[config.mk]
export PLATFORM = sky130hd
export DESIGN_NAME = fpga_rx_sched
export DESIGN_NICKNAME = d
export VERILOG_FILES = /design/src/rtl/fpga_rx_sched_pkg.sv /design/src/rtl/fpga_rx_sched_tick.sv /design/src/rtl/fpga_rx_sched.sv
export SDC_FILE = /design/constraint.sdc
export NUM_CORES = 1
export LEC_CHECK = 0
export BUFFER_PORTS_ARGS = -buffer_cell sky130_fd_sc_hd__buf_2
export CAP_MARGIN = 5
export CORE_MARGIN = 2
export CORE_UTILIZATION = 49
export DETAILED_ROUTE_END_ITERATION = 10
export PLACE_DENSITY = 0.86
export SYNTH_ARGS = -nofsm -noshare
export SYNTH_HDL_FRONTEND = slang
export SYNTH_SLANG_ARGS = --single-unit
[constraint.sdc]
create_clock -name clk -period 1.7 [get_ports clk]
set_clock_uncertainty 0.05 [all_clocks]
set_input_delay 0.085 -clock clk [delete_from_list [all_inputs] [get_ports clk]]
set_output_delay 0.085 -clock clk [all_outputs]
set_load 0.1 [all_outputs]
[src/rtl/fpga_rx_sched_pkg.sv]
// Shared types and constants for the serial receive scheduler.
package fpga_rx_sched_pkg;

  localparam int unsigned RX_WORDS      = 3;
  localparam int unsigned RX_WORD_BITS  = 4;
  localparam int unsigned RX_TOTAL_BITS = RX_WORDS * RX_WORD_BITS;

  typedef enum logic [2:0] {
    S_IDLE,
    S_ARM,
    S_SETTLE,
    S_SHIFT,
    S_WAIT_RDY,
    S_RELEASE,
    S_FIN
  } state_t;

endpackage

[src/rtl/fpga_rx_sched_tick.sv]
// Free-running DIV divider with synchronous clear; tick_c marks the last cycle of each period.
module rx_sched_tick #(
  parameter int unsigned DIV = 8
) (
  input  logic clk,
  input  logic reset,
  input  logic clear,
  output logic tick_c
);

  localparam int unsigned DW = $clog2(DIV);

  logic [DW-1:0] cnt;

  // Period counter, wraps at DIV-1 and restarts from zero on clear
  always_ff @(posedge clk) begin
    if (reset || clear) begin
      cnt <= '0;
    end else if (cnt == DW'(DIV - 1)) begin
      cnt <= '0;
    end else begin
      cnt <= cnt + DW'(1);
    end
  end

  assign tick_c = !clear && (cnt == DW'(DIV - 1));

endmodule

[src/rtl/fpga_rx_sched.sv]
// Round-robin scheduler that sequences the 3x4-bit serial receiver.
// Optional feature: define RX_SCHED_TIMEOUT_EN to enable the WAIT_RDY timeout
// (rx_rst pulse, done with err=1); otherwise WAIT_RDY waits forever.
module fpga_rx_sched
  import fpga_rx_sched_pkg::*;
#(
  parameter int unsigned N_REQ   = 2,
  parameter int unsigned DIV     = 8,
  parameter int unsigned TO_BITS = 4
) (
  input  logic                     clk,
  input  logic                     reset,
  input  logic [N_REQ-1:0]         req,
  output logic [N_REQ-1:0]         grant,
  output logic                     done,
  output logic                     err,
  output logic [RX_TOTAL_BITS-1:0] data_out,
  output logic                     start_rx,
  output logic                     sync_rx,
  output logic                     rx_rst,
  input  logic                     ready_rx,
  input  logic [RX_WORD_BITS-1:0]  word1,
  input  logic [RX_WORD_BITS-1:0]  word2,
  input  logic [RX_WORD_BITS-1:0]  word3
);

  localparam int unsigned IDX_W = $clog2(N_REQ);
  localparam int unsigned CNT_W = ($clog2(TO_BITS + 1) > 4) ? $clog2(TO_BITS + 1) : 4;

  state_t                   state, state_nxt;
  logic [CNT_W-1:0]         cnt, cnt_nxt;
  logic [IDX_W-1:0]         owner, owner_nxt;
  logic [IDX_W-1:0]         ptr, ptr_nxt;
  logic [N_REQ-1:0]         grant_nxt;
  logic [RX_TOTAL_BITS-1:0] data_nxt;
  logic                     start_nxt, sync_nxt, done_nxt;
`ifdef RX_SCHED_TIMEOUT_EN
  logic                     err_nxt, rx_rst_nxt;
`endif

  logic                     pick_vld;
  logic [IDX_W-1:0]         pick_idx;
  int unsigned              slot;
  logic                     tick_c;
  logic                     tick_clr_c;

  // Divider runs only while strobing or timing the ready wait
  assign tick_clr_c = !((state == S_SHIFT) || (state == S_WAIT_RDY));

  rx_sched_tick #(
    .DIV (DIV)
  ) u_tick (
    .clk    (clk),
    .reset  (reset),
    .clear  (tick_clr_c),
    .tick_c (tick_c)
  );

  // Round-robin pick: first requester at or after the priority pointer
  always_comb begin
    pick_vld = 1'b0;
    pick_idx = '0;
    slot     = 0;
    for (int i = N_REQ - 1; i >= 0; i--) begin
      slot = 32'(ptr) + 32'(i);
      if (slot >= N_REQ) begin
        slot = slot - N_REQ;
      end
      if (req[IDX_W'(slot)]) begin
        pick_vld = 1'b1;
        pick_idx = IDX_W'(slot);
      end
    end
  end

  // Next-state and next-output logic
  always_comb begin
    state_nxt  = state;
    cnt_nxt    = cnt;
    owner_nxt  = owner;
    ptr_nxt    = ptr;
    grant_nxt  = grant;
    data_nxt   = data_out;
    start_nxt  = 1'b0;
    sync_nxt   = 1'b0;
    done_nxt   = 1'b0;
`ifdef RX_SCHED_TIMEOUT_EN
    err_nxt    = 1'b0;
    rx_rst_nxt = 1'b0;
`endif
    case (state)
      S_IDLE: begin
        if (pick_vld) begin
          owner_nxt = pick_idx;
          grant_nxt = N_REQ'(1) << pick_idx;
          start_nxt = 1'b1;
          state_nxt = S_ARM;
        end
      end
      S_ARM: begin
        cnt_nxt   = '0;
        state_nxt = S_SETTLE;
      end
      S_SETTLE: begin
        if (cnt == CNT_W'(1)) begin
          cnt_nxt   = '0;
          state_nxt = S_SHIFT;
        end else begin
          cnt_nxt = cnt + CNT_W'(1);
        end
      end
      S_SHIFT: begin
        if (tick_c) begin
          sync_nxt = 1'b1;
          if (cnt == CNT_W'(RX_TOTAL_BITS - 1)) begin
            cnt_nxt   = '0;
            state_nxt = S_WAIT_RDY;
          end else begin
            cnt_nxt = cnt + CNT_W'(1);
          end
        end
      end
      S_WAIT_RDY: begin
        // The 12th strobe is still on sync_rx in the first cycle here; ready is stale until it lands
        if (ready_rx && !sync_rx) begin
          data_nxt  = {word1, word2, word3};
          sync_nxt  = 1'b1;
          state_nxt = S_RELEASE;
        end
`ifdef RX_SCHED_TIMEOUT_EN
        else if (tick_c) begin
          if (cnt == CNT_W'(TO_BITS - 1)) begin
            rx_rst_nxt = 1'b1;
            err_nxt    = 1'b1;
            state_nxt  = S_FIN;
          end else begin
            cnt_nxt = cnt + CNT_W'(1);
          end
        end
`endif
      end
      S_RELEASE: begin
        state_nxt = S_FIN;
      end
      S_FIN: begin
        grant_nxt = '0;
        ptr_nxt   = (owner == IDX_W'(N_REQ - 1)) ? '0 : owner + IDX_W'(1);
        state_nxt = S_IDLE;
      end
      default: begin
        state_nxt = S_IDLE;
      end
    endcase
    done_nxt = (state_nxt == S_FIN);
  end

  // State and registered outputs
  always_ff @(posedge clk) begin
    if (reset) begin
      state    <= S_IDLE;
      cnt      <= '0;
      owner    <= '0;
      ptr      <= '0;
      grant    <= '0;
      data_out <= '0;
      start_rx <= 1'b0;
      sync_rx  <= 1'b0;
      done     <= 1'b0;
`ifdef RX_SCHED_TIMEOUT_EN
      err      <= 1'b0;
      rx_rst   <= 1'b0;
`endif
    end else begin
      state    <= state_nxt;
      cnt      <= cnt_nxt;
      owner    <= owner_nxt;
      ptr      <= ptr_nxt;
      grant    <= grant_nxt;
      data_out <= data_nxt;
      start_rx <= start_nxt;
      sync_rx  <= sync_nxt;
      done     <= done_nxt;
`ifdef RX_SCHED_TIMEOUT_EN
      err      <= err_nxt;
      rx_rst   <= rx_rst_nxt;
`endif
    end
  end

`ifndef RX_SCHED_TIMEOUT_EN
  assign err    = 1'b0;
  assign rx_rst = 1'b0;
`endif

endmodule
# == Word level (Yosys, flattened, before mapping) ==
# Index checks and enable logic that the tools add are counted.
# word_totals
ff_bits,29
inputBits,17
out_inout_bits,19
elab_cells,76
# op_classes
n_addsub,6
order_cmp,4
eq_ne,12
n_shift,1
n_mux,27
bitwise_logic,1
reduce_logical,15
# ops
op,count
$pmux W3 S6,1
$eq A3 B3 Y1 const B,5
$mux W3,5
$mux W1,14
$mux W4,3
$pmux W4 S3,1
$reduce_and A2 Y1,4
$eq A3 B2 Y1 const B,2
$add A4 B1 Y4 const B,1
$eq A4 B1 Y1 const B,1
$eq A4 B4 Y1 const B,1
$lt A1 B2 Y1 const B,2
$ne A2 B2 Y1 const B,2
$pmux W2 S2,1
$reduce_or A2 Y1,2
$add A3 B1 Y3 const B,1
$eq A3 B1 Y1 const B,1
$logic_not A3 Y1,1
$reduce_bool A3 Y1,1
$add A1 B1 Y2 const B,1
$ge A1 B2 Y1 const B,1
$ge A2 B2 Y1 const B,1
$logic_and A1 B1 Y1,2
$logic_not A1 Y1,2
other kinds (8),10

# == Depth between registers and ports, before layout ==
# depth
depth_word,10
depth_mapped,6
ltp_nobuf,6

# == Modules after synthesis ==
# Synthesis repeated with hierarchy kept, for this count alone.
# hier_totals
cells_unflattened,125
hier_area_um2,1244.9
# by_module_without_submodules
mod,n_inst,cells_per_inst,area_per_inst_um2,seq_area_each_um2
fpga_rx_sched,1,116,1129.8,520.5
rx_sched_tick,1,9,115.1,60.1

# == Worst setup path after synthesis ==
# Ideal clock, no wire load.
# synth_path
path_type,reg2reg
from,register sync_rx
to,register data_out[0]
setup_ps,128
arrival_time_ps,1749
required_ps,1522
setup_slack_ps,-226
stages_incl_launch_ff,6
n_path_buf,2
synth_period_minus_slack_ps,1926
path_cell_list,dfxtp_1 > or4b_4 > buf_6 > buf_6 > mux2i_1 > nor2_1
# synth_via
elab_chain_cells,3
# synth_lines
element,line_no,text
start: declaration,fpga_rx_sched.sv:19,"output logic sync_rx,"
start signal: assignment,fpga_rx_sched.sv:181,sync_rx <= sync_nxt;
$logic_not A1 Y1,fpga_rx_sched.sv:125,if (ready_rx && !sync_rx) begin
$logic_and A1 B1 Y1,fpga_rx_sched.sv:125,
$reduce_and A2 Y1 (no line),n/a,
end signal: assignment,fpga_rx_sched.sv:179,data_out <= data_nxt;
end: declaration,fpga_rx_sched.sv:17,"output logic [RX_TOTAL_BITS-1:0] data_out,"
# Every way passes these cells.
# A chain may end at the register's enable or synchronous reset.

# == Final worst setup path ==
# layout_path
from,register u_tick.cnt[0]
to,register cnt[2]
# layout_via
elab_chain_cells,4
# layout_lines
element,line_no,text
start: declaration,fpga_rx_sched_tick.sv:13,logic [DW-1:0] cnt;
start signal: assignment,fpga_rx_sched_tick.sv:22,cnt <= cnt + DW'(1);
$eq A3 B3 Y1,fpga_rx_sched_tick.sv:26,assign tick_c = !clear && (cnt == DW'(DIV - 1));
$logic_and A1 B1 Y1,fpga_rx_sched_tick.sv:26,
$ne A2 B2 Y1 (no line),n/a,
$reduce_and A2 Y1 (no line),n/a,
end signal: assignment,fpga_rx_sched.sv:175,cnt <= cnt_nxt;
end: declaration,fpga_rx_sched.sv:31,"logic [CNT_W-1:0] cnt, cnt_nxt;"
# Every way passes these cells.

==> flow_results.org <==
** Status
- Status :: complete, no violations

** GRT
- The number of global-route vias before repair is 970.
- Across every metal layer, demand over resource in global routing totals 0.202.
- Initial antenna violation count :: 0
- The first global-routing pass estimated 4070 um of wire.
- Maximum number of pins on one net before global-route repair :: 24
- Total congestion overflow :: 0

** Synth
- Fraction of the mapped netlist area in compound gates :: 0.0680
- During synthesis, Yosys emitted a total of 0 warnings.
- Simple-gate area share of the yosys netlist :: 0.235
- Synthesized area per cell :: 9.48 um^2
- Number of flip-flops and latches in the synthesized netlist :: 29
- Top cell type's share of synthesized area :: 0.478
- Largest family of logic cells by synthesized area :: simple AND/OR/NAND/NOR gates
- In this run, distinct cell masters in the synthesized netlist total 32.
- Synth top area cells :: dfxtp_1, mux2i_1, nor2_1
- Proportion of synthesized area in mux cells :: 0.0990
- Post-synthesis share of cell area spent on xor and xnor gates :: 0.0216
- Adder-cell area share of the yosys netlist :: 0.0412
- Counting every instance in the synthesized netlist gives 128.
- Syn Std Cell Area :: 1210 um^2
- Cell type contributing the most total cell area after synthesis :: dfxtp_1
- For this run, the register share of the synthesized area comes to 0.478.

** Detailed routing
- The routed layout has 1,064 vias.
- Using the TritonRoute via totals, the vias-per-cell ratio works out to 5.12.
- Antenna Violating Nets Remaining :: 0
- The detailed router finished its first iteration with 16 violations.
- Average routed wire per standard cell :: 13.0 um
- Detailed-route wire length :: 2710 um
- Number of design rule violations left after detail routing :: 0
- First-pass iteration count of the detailed router :: 4

** Critical path
- Among all stages on the critical path, the largest delay is contributed by dfxtp_2.
- CP endpoint kind :: flop
- Crit Path Max Fanout :: 3
- Maximum cell stage delay along the critical path :: 0.34 ns
- The setup path with the least slack is of type reg2reg.
- Kind of cell adding the most delay to the critical path :: simple AND/OR/NAND/NOR gates
- Startpoint type of the worst setup path :: flop
- Critical path arrival :: 1.76 ns
- Chain of cells forming the critical path :: ha_1, ha_2, and3b_2, nor4b_4, xnor2_1, nor2_1
- Required time of the worst setup path :: 1.87 ns
- The critical path contains buffers and inverters numbering 0 combined.

** Place
- IO buf count :: 33
- Total half-perimeter wirelength after legalization and detailed placement :: 1730 um
- Routability cong. :: 0.738

** Power and ir drop
- Areal power density over the cells :: 862 nW/um^2
- Worst vdd rail ir drop :: 0.000694 V
- Static leakage :: 0.812 nW

** STA
- Setup violations remaining at the end of the flow were counted as 0.
- Final Max Slew Viols :: 0
- Endpoints failing hold :: 0
- For the finished layout, the period the worst path requires is 1.60 ns.
- Setup repair after global routing left no endpoint under its margin.
- Final total negative setup slack :: 0 ns
- Of the available clock period, the critical path in the final layout requires 0.938.
- Top achievable clock speed :: 627 MHz

** CTS
- Maximum buffer depth of the clock tree :: 2
- TritonCTS built the clock tree.
- The H-tree was split into 2 levels.
- Clock buffers created by TritonCTS :: 5
- Clock slew seen by the registers of the worst setup and hold paths :: 0.09 ns
- In this run the clock root is driven by a clkbuf_4.
- The later pin in the worst-skew pair is clocked with a latency of 0.32 ns.
- Sink count of the clock tree :: 29

** Layout
- Final net count :: 198
- Number of filler instances in the final layout :: 185
- Signed area change from the synthesized netlist to the final layout :: 32.7%
- Ratio of cells with drive above 1 in the final layout :: 0.315
- # diodes :: 0
- Leading cell type in the layout, fill and taps excluded :: buf_2
- Most frequent cells in the layout :: buf_2, dfxtp_1, nor2_1, mux2i_1, dlygate4sd3_1
- At the end of the flow the core is filled with cells to 0.668.

** Die
- In this run the vertical extent of the chip is 53.8 um.
- DIE WIDTH :: 53.8 um
- The region available for standard cell placement spans 2410 um^2.
- I/O pin count :: 36
- The die covers 2890 um^2.
- Initial standard-cell utilization of the core :: 0.504
- Std cell rows :: 18

** Run
- Max-cap violations in this run came to 0.

** Worst hold path
- Worst hold-check path type :: in2reg
==> worst register-to-register path: stages, from the launching register on <==
cell	delay [ns]
dfxtp_2	0.34
ha_1	0.15
ha_2	0.17
and3b_2	0.25
nor4b_4	0.30
xnor2_1	0.17
nor2_1	0.07
==> stage by stage <==
| step | power, mW | std cells | area [um^2] | setup WS [ns] | hold slack, ns |
|---|---|---|---|---|---|
| after floorplan | 0.908 | 129 | 1220 | 0.0715 | 0.112 |
| after global placement | 0.953 | 187 | 1400 | 0.157 | 0.266 |
| after detailed placement | 0.965 | 187 | 1400 | 0.00897 | 0.274 |
| after CTS | 1.39 | 207 | 1580 | 0.0582 | 0.0151 |
| after global routing | 1.46 | 208 | 1610 | 0.0199 | 0.0530 |
| final | 1.39 | 208 | 1610 | 0.105 | 0.0376 |
==> routing by layer <==
layer / up-vias / part of all wire / GRT usage
met5: - / 0 / 0
met4: 0 / 0.027 / 0.103
met3: 11 / 0.043 / 0.0611
met2: 33 / 0.53 / 0.341
met1: 487 / 0.40 / 0.229
li1: 533 / - / -
==> synth_stat cells <==
cell,n
conb_1,1
clkbuf_1,4
nor2b_1,2
nor3_1,3
buf_4,2
ha_1,4
nor3b_1,2
and4b_1,1
o21ai_0,2
mux2i_1,12
or4b_4,1
a31oi_1,2
a21o_1,1
buf_2,1
nand2b_1,1
nor4b_1,2
nand2b_4,1
buf_6,2
nor2_1,22
nand3b_1,1
inv_1,2
xnor2_1,3
and3b_1,1
and2_1,2
dfxtp_1,29
o31ai_1,1
and3_1,1
a211oi_1,2
nand2_1,7
nand3_1,5
nor4_1,2
a21oi_1,6
==> sequential cells by signal (all words and copies together) (netlist names) <==
register / cells
data_out: 12
cnt: 4
state: 3
u_tick.cnt: 3
grant: 2
done: 1
owner: 1
ptr: 1
start_rx: 1
sync_rx: 1
==> final timing paths <==
path	end	slack [ns]	startpoint	cells past startpoint
min reg2reg	u_tick.cnt[0]	0.36	u_tick.cnt[0]	1
max	cnt[2]	0.10	u_tick.cnt[0]	6
min	grant[1]	0.04	req[1]	3
max reg2reg	cnt[2]	0.10	u_tick.cnt[0]	6
==> area by class of cell <==
type | count | area (um^2) | share of cell area
Clock buffer | 5 | 37.5 | 0.0233
Clock inverter | 3 | 17.5 | 0.0109
Tap cell | 30 | 37.5 | 0.0233
Multi-Input combinational cell | 89 | 602 | 0.374
Sequential cell | 29 | 586 | 0.364
Timing Repair Buffer | 50 | 323 | 0.200
Inverter | 2 | 7.51 | 0.00466
==> where the power goes <==
group	internal, mW	switching (mW)
Sequential	0.703	0.0255
Clock	0.156	0.241
Combinational	0.0978	0.166
==> cell families after synthesis <==
logic type                 after synthesis
AOI/OAI and AO/OA                       14
xor gates and xnor gates                 3
adders and majority gates                4
buffers and inverters                   11
DFF                                     29
muxes                                   12
other                                    1
and+or+nand+nor                         54
==> timing repair <==
| action | in CTS | in global routing |
|---|---|---|
| gates resized for setup | 1 | 7 |
| endpoints found under the hold margin | 12 | 0 |
| pin swaps | 0 | 2 |
| buffers inserted | 0 | 1 |
| hold buffers | 12 | 0 |
| setup endpoints to repair | 1 | 4 |
(Power assumes the default switching activity.)
